==> config.mk <==
export PLATFORM = sky130hd
export DESIGN_NAME = regfile_wb_arbiter
export DESIGN_NICKNAME = d
export VERILOG_FILES = /design/src/rtl/regfile_wb_arbiter_pkg.sv /design/src/rtl/regfile_wb_arbiter_rr_arbiter_2.sv /design/src/rtl/regfile_wb_arbiter.sv
export SDC_FILE = /design/constraint.sdc
export NUM_CORES = 1
export LEC_CHECK = 0
export ABC_AREA = 1
export CELL_PAD_IN_SITES_DETAIL_PLACEMENT = 0
export CELL_PAD_IN_SITES_GLOBAL_PLACEMENT = 2
export CORE_MARGIN = 4
export CORE_UTILIZATION = 23
export DETAILED_ROUTE_END_ITERATION = 8
export PLACE_DENSITY_LB_ADDON = 0.1
export SKIP_LAST_GASP = 1
export SYNTH_ARGS = -nofsm -noshare
export SYNTH_HDL_FRONTEND = slang
export SYNTH_SLANG_ARGS = --single-unit
==> constraint.sdc <==
create_clock -name Clk -period 2.35 [get_ports Clk]
set_input_delay 0.235 -clock Clk [delete_from_list [all_inputs] [get_ports Clk]]
set_output_delay 0.235 -clock Clk [all_outputs]
set_load 0.05 [all_outputs]
==> src/rtl/regfile_wb_arbiter_pkg.sv <==
// Shared constants and helpers for the register-file writeback arbiter.
// Requester 0 carries ALU results and requester 1 carries load data.
package regfile_wb_arbiter_pkg;

    localparam int DATA_W   = 32;
    localparam int ADDR_W   = 5;
    localparam int NUM_REGS = 32;
    localparam int NUM_REQ  = 2;
    localparam int REQ_ALU  = 0;
    localparam int REQ_LD   = 1;

    // Round-robin pick. lastIdx is the requester granted most recently;
    // on a tie the other one wins.
    function automatic logic [NUM_REQ-1:0] rrPick(input logic [NUM_REQ-1:0] valid,
                                                  input logic               lastIdx);
        logic [NUM_REQ-1:0] pick;
        pick = '0;
        case (valid)
            2'b01:   pick = 2'b01;
            2'b10:   pick = 2'b10;
            2'b11:   pick = lastIdx ? 2'b01 : 2'b10;
            default: pick = '0;
        endcase
        return pick;
    endfunction

endpackage

==> src/rtl/regfile_wb_arbiter_rr_arbiter_2.sv <==
// Two-way round-robin arbiter. It holds the index of the last granted
// requester, and that index moves only when a grant is actually accepted.
module rr_arbiter_2
    import regfile_wb_arbiter_pkg::*;
(
    input  logic               Clk,
    input  logic               rst,
    input  logic [NUM_REQ-1:0] valid,
    input  logic               fire,
    output logic [NUM_REQ-1:0] grant
);

    logic rrLast;

    // Reset to requester 1 so requester 0 wins the first tie.
    always_ff @(posedge Clk) begin
        if (!rst) begin
            rrLast <= 1'b1;
        end else if (fire) begin
            rrLast <= grant[REQ_LD];
        end
    end

    always_comb begin
        grant = rrPick(valid, rrLast);
    end

endmodule

==> src/rtl/regfile_wb_arbiter.sv <==
// Shares the register file write port between ALU and load writeback.
// It also keeps the busy scoreboard that the issue stage uses for RAW/WAW stalls.
module regfile_wb_arbiter #(
    parameter int DATA_W = regfile_wb_arbiter_pkg::DATA_W,
    parameter int ADDR_W = regfile_wb_arbiter_pkg::ADDR_W
) (
    input  logic                 Clk,
    input  logic                 rst,
    input  logic [1:0]           req_valid,
    output logic [1:0]           req_ready,
    input  logic [ADDR_W-1:0]    req_reg0,
    input  logic [ADDR_W-1:0]    req_reg1,
    input  logic [DATA_W-1:0]    req_data0,
    input  logic [DATA_W-1:0]    req_data1,
    input  logic                 claim_valid,
    input  logic [ADDR_W-1:0]    claim_reg,
    output logic                 RegWrite,
    output logic [ADDR_W-1:0]    WriteReg,
    output logic [DATA_W-1:0]    WriteData,
    output logic [31:0]          busy,
    output logic                 claim_err
);
    import regfile_wb_arbiter_pkg::*;

    logic [1:0]        validGated;
    logic [1:0]        grant;
    logic              fire;
    logic [ADDR_W-1:0] winReg;
    logic [DATA_W-1:0] winData;
    logic [31:0]       setMask;
    logic [31:0]       clrMask;
    logic [31:0]       busyNext;
    logic              claimHit;

    // Masking valid during reset keeps req_ready low and blocks any transfer.
    assign validGated = req_valid & {2{rst}};

    rr_arbiter_2 uArb (
        .Clk   (Clk),
        .rst   (rst),
        .valid (validGated),
        .fire  (fire),
        .grant (grant)
    );

    assign fire      = |grant;
    assign req_ready = grant;

    always_comb begin
        winReg  = req_reg0;
        winData = req_data0;
        if (grant[REQ_LD]) begin
            winReg  = req_reg1;
            winData = req_data1;
        end
    end

    always_ff @(posedge Clk) begin
        if (!rst) begin
            RegWrite  <= 1'b0;
            WriteReg  <= '0;
            WriteData <= '0;
        end else begin
            RegWrite <= fire;
            if (fire) begin
                WriteReg  <= winReg;
                WriteData <= winData;
            end
        end
    end

    // Set is applied after clear, so a claim wins over a same-cycle writeback.
    always_comb begin
        setMask = '0;
        clrMask = '0;
        if (claim_valid) setMask[claim_reg] = 1'b1;
        if (fire)        clrMask[winReg]    = 1'b1;
        busyNext = (busy & ~clrMask) | setMask;
        claimHit = claim_valid && busy[claim_reg] && !(fire && (winReg == claim_reg));
    end

    always_ff @(posedge Clk) begin
        if (!rst) begin
            busy      <= '0;
            claim_err <= 1'b0;
        end else begin
            busy      <= busyNext;
            claim_err <= claim_err | claimHit;
        end
    end

    grantOneHot: assert property (@(posedge Clk) !(grant[0] && grant[1]));

endmodule

# [Word-level counts from Yosys, hierarchy flattened]
# Cells that the tools add are included.
[word_totals] reg_bits=72 latch_bits=0 ramBits=0 mem_bits_ro=0 inputBits=84 out_inout_bits=73 word_cells=38 memories=0
[classes] addsub=0 multipliers=0 div=0 n_lt_le_gt_ge=4 eq_ne=4 n_shift=0 mux=12 bitwise_logic=5 reduce_logical=7
[ops] cell="2-to-1 mux 32 bit" count=3
[ops] cell="bitwise AND 32 bit" count=1
[ops] cell="NOT 32 bit" count=1
[ops] cell="OR 32 bit" count=1
[ops] cell="less-than comparator 5 x 6 -> 1 bit, second input constant" count=2
[ops] cell="demux 1 bit (select 5 bit)" count=2
[ops] cell=">= comparator 5 x 1 -> 1 bit, second input constant" count=2
[ops] cell="one-hot mux 2 bit (3 select lines)" count=1
[ops] cell="binary-select mux 1 bit (select 5 bit)" count=1
[ops] cell="equality test 5 bit" count=1
[ops] cell="logical AND 1 bit" count=5
[ops] cell="2-to-1 mux 5 bit" count=1
[ops] cell="equality test 2 bit, second input constant" count=2
[ops] cell="2-to-1 mux 1 bit" count=3
[ops] cell="bitwise AND 2 bit" count=1
[ops] cell="equality test 2 x 1 -> 1 bit, second input constant" count=1
[ops] cell="2-to-1 mux 2 bit" count=1
[ops] cell="OR reduction 2 bit" count=1
[ops] cell="zero test 1 bit" count=1
[ops] cell="OR 1 bit" count=1

# [Depth between registers and ports, before layout]
[depth] ltp_word=12 mapped_depth=12 depth_no_buf=11

# [Hierarchy]
# From an unflattened synthesis, not the netlist that was laid out.
[hier_totals] hier_cells=586 hier_area_um2=3706.1
[modules_own_cells] mod="regfile_wb_arbiter" instances=1 cells_each=576 area_each_um2=3643.5
[modules_own_cells] mod="rr_arbiter_2" instances=1 cells_each=10 area_each_um2=62.6

# [Worst setup path before layout]
# No wires, ideal clock.
[synth_timing] kind="in2out" start="input port req_valid[1]" end="output port req_ready[0]" arrival_time_ps=1254 t_required_ps=2115 path_slack_ps=861 stages=4 path_buffers=1 cell_sequence="nand2_1 -> inv_2 -> buf_6 -> a21oi_1"
[synth_between] elab_chain_cells=3 word_cells_on_any_way=5 classes_between="3 x eq/ne; 1 x mux; 1 x bitwise"
[synth_rtl] element="start, declared" line="regfile_wb_arbiter.sv:9" text="input logic [1:0] req_valid,"
[synth_rtl] element="bitwise AND 2 bit (*)" line="regfile_wb_arbiter.sv:36" text="assign validGated = req_valid & {2{rst}};"
[synth_rtl] element="equality test 2 bit or equality test 2 x 1 -> 1 bit (tied branches)" line="regfile_wb_arbiter_pkg.sv:18" text="case (valid)"
[synth_rtl] element="one-hot mux 2 bit (3 select lines) (*)" line="regfile_wb_arbiter_pkg.sv:18"
[synth_rtl] element="end, declared" line="regfile_wb_arbiter.sv:10" text="output logic [1:0] req_ready,"
# Mark *: on every way between the ends. The rest lies on a longest branch, timed or not.

# [Worst setup path in the final report]
[layout_timing] start="input port rst" end="output port req_ready[1]"
[layout_between] elab_chain_cells=3 word_cells_on_any_way=5 classes_between="3 x eq/ne; 1 x mux; 1 x bitwise"
[layout_rtl] element="start, declared" line="regfile_wb_arbiter.sv:8" text="input logic rst,"
[layout_rtl] element="bitwise AND 2 bit (*)" line="regfile_wb_arbiter.sv:36"
[layout_rtl] element="equality test 2 bit or equality test 2 x 1 -> 1 bit (tied branches)" line="regfile_wb_arbiter_pkg.sv:18"
[layout_rtl] element="one-hot mux 2 bit (3 select lines) (*)" line="regfile_wb_arbiter_pkg.sv:18"
# Marks and branches as above.

==> flow_summary_export.csv <==
group,metric,value,unit
outcome,outcome,"finished, final reports clean",
timing,hold_violations,0,
drt,drc_errors,0,
floorplanning,die_x,135,um
drt,vias,4191,
synthesis,avgSynthCellArea,6.63,um^2
power_and_ir_drop,p_leak,0.00256,uW
clock_network,post_cts_buffers,0,
drt,drt-total-wl,14.7,mm
placed_design,place_ws,0.235,ns
grt,grt_max_degree,75,
timing,period_needed,1.99,ns
grt,grt.total_usage,0.164,
layout,multiInputGateArea,1910,um^2
floorplanning,num_io_pins,157,
clock_network,cts-resized-gates,0,
clock_network,cts_max_path_buffers,2,
timing,layout_setup_ws,0.360,ns
grt,grt-ovfl-total,0,
clock_network,clock-sinks,72,
synthesis,yosysTopAreaCell,"dfxtp_1",
min_path,min_to,"busy[12]$_SDFF_PN0_",
placed_design,hpwlAfterDp,10.6,mm
placed_design,io_buffers,156,
layout,seq_area,1440,um^2
clock_network,cts.clk_slew.worst_paths,0.06,ns
placed_design,placed_area,5600,um^2
floorplanning,dieArea,18200,um^2
timing,max_freq,0.502,GHz
setup_path,worstSetupEndpointType,"output port",
min_path,hold_class,"reg2reg",
timing,fin_crit_sh,0.847,
job,maxCapViolations,0,
min_path,min_delay_path_depth,2,
power_and_ir_drop,power_per_cell_area,620,nW/um^2
floorplanning,rows,46,
drt,wire_per_inst,15.6,um
synthesis,syn-cell-area,3710,um^2
synthesis,ys_ff_latch,72,
layout,design_area,5900,um^2
synthesis,yosysSeqAreaShare,0.388,
setup_path,r2r_slack,0.73,ns
timing,drv_slew,0,
floorplanning,core_area,15800,um^2
setup_path,crit_type,"in2out",
setup_path,reg2reg_depth,7,
setup_path,crit_required,2.12,ns
clock_network,ctsRootBufferMaster,"clkbuf_16",
synthesis,synth_cells,560,
timing,skew,0.00552,ns
timing,rsz0062_at_grt,"no",
min_path,worstHoldStart,"busy[12]$_SDFF_PN0_",
floorplanning,initial_utilization,0.234,
timing,setup_violations,0,
grt,grt_pass1_vias,4306,
layout,n_antenna_cell,0,
grt,antenna_found_initial,1,
floorplanning,fp.dieH,135,um
setup_path,reg2reg_from,"uArb.rrLast$_SDFFE_PN1P_",
layout,fin_nets,803,
placed_design,gp_congestion,0.807,
power_and_ir_drop,vdd_drop_max,0.343,mV
clock_network,cts_hold_buffers,0,
grt,grt_pass1_wl,23.1,mm
synthesis,synth_nets,644,
clock_network,clock_latency,0.35,ns
drt,final_antenna_net_count,0,
clock_network,htreeDepth,3,
clock_network,cts-buffers-inserted,9,
setup_path,worstPathMaxFanout,33,
timing,slew_headroom,0.512,
drt,drtIter0Drc,189,
drt,vias_per_cell,4.46,
clock_network,cts_tree,"yes",
drt,firstDrtPassIters,4,
layout,drive_gt1_frac,0.0967,
setup_path,worstPathArrival,1.76,ns
layout,area_growth_syn_to_layout,59.0,%
setup_path,startpoint_type,"primary input",
synthesis,synth_cell_types,22,
synthesis,ys_top_cells_by_area,"dfxtp_1, nand2_1, nand3_1, o211ai_1, inv_1",
timing,worst_pin_slew,0.729,ns
synthesis,synth_largest_type_area_fraction,0.388,
layout,n_fill_cell,1668,
synthesis,ys.warnings.count,0,
timing,setup-tns-final,0,ns
setup_path,worstReg2RegEnd,"busy[16]$_SDFF_PN0_",
report_power, final:
part	leakage [uW]	switching (uW)	internal, uW	total (uW)
Sequential	0.000590	37.3	1290	1330
Clock	0.000150	555	878	1430
Combinational	0.00182	555	346	901
Total	0.00256	1150	2510	3660
per-stage QoR:
stage / total power, uW / util / std cells / hold WS, ns
2_1_floorplan: 1860 / - / 560 / 0.379
3_3_place_gp: 2260 / 0.354 / 924 / 0.479
3_5_place_dp: 2260 / 0.354 / 924 / 0.485
4_1_cts: 3720 / 0.373 / 940 / 0.497
5_1_grt: 3840 / 0.373 / 940 / 0.519
6_report: 3660 / 0.373 / 940 / 0.491
cells in the final DEF, fill, tap and decap left out, drive strengths merged:
| cell | instances |
|---|---|
| nand3b | 1 |
| nor3 | 13 |
| clkinv | 3 |
| o211ai | 36 |
| bufinv | 1 |
| nand2 | 212 |
| a21oi | 36 |
| nor2 | 7 |
| clkdlybuf4s50 | 154 |
| o21ai | 33 |
| dfxtp | 72 |
| inv | 59 |
| clkbuf | 13 |
| buf | 23 |
| nand3 | 61 |
flip-flops by register name, indices dropped and copies added (netlist names):
signal       cells
WriteReg         5
RegWrite         1
busy            32
WriteData       32
claim_err        1
uArb.rrLast      1
area by class of cell:
cell class,count,share of cell area
clock buffers,13,0.0441
clock inverters,3,0.00679
inverters,60,0.0382
multi-input cells,399,0.324
flip-flops and latches,72,0.244
well taps,216,0.0458
repair buffers,177,0.297
worst max-delay path, stage by stage:
cell and delay, ns:
clkdlybuf4s50_1 0.49, nand2_1 0.10, inv_2 0.08, nand2_2 0.15, buf_4 0.23, inv_1 0.10
buf_12 0.20, buf_12 0.16
Yosys cell counts, drive strengths merged:
library cell / n
clkinv: 1
inv: 59
buf: 20
nor3: 13
dfxtp: 72
nand2: 212
nor2: 7
o21ai: 33
o211ai: 36
nand3b: 1
a21oi: 36
nand3: 61
clkbuf: 9
logic make-up (layout without fill, tap and decap cells):
kind of cell | count (synthesis) | after routing | share of synthesized area
flops | 72 | 72 | 0.388
compound gates | 105 | 105 | 0.169
simple gates | 294 | 294 | 0.345
buf+inv | 89 | 253 | 0.0974
metal layers:
metal	track usage	vias to the layer above	part of all wire
met2	0.272	142	0.46
met5	0	-	0.00054
met1	0.185	1866	0.41
met4	0.0655	2	0.032
met3	0.0727	30	0.092
li1	-	2151	-
worst max path at each step:
stage                       startpoint                  end  depth (start not counted)
after global routing               rst         req_ready[1]                          8
after global placement    claim_reg[0]  busy[18]$_SDFF_PN0_                          5
after detailed placement  claim_reg[0]  busy[18]$_SDFF_PN0_                          5
after floorplan           req_valid[1]         req_ready[0]                          4
after CTS                          rst         req_ready[1]                          8
final                              rst         req_ready[1]                          8
No activity file was read; power rests on OpenSTA's default activity.
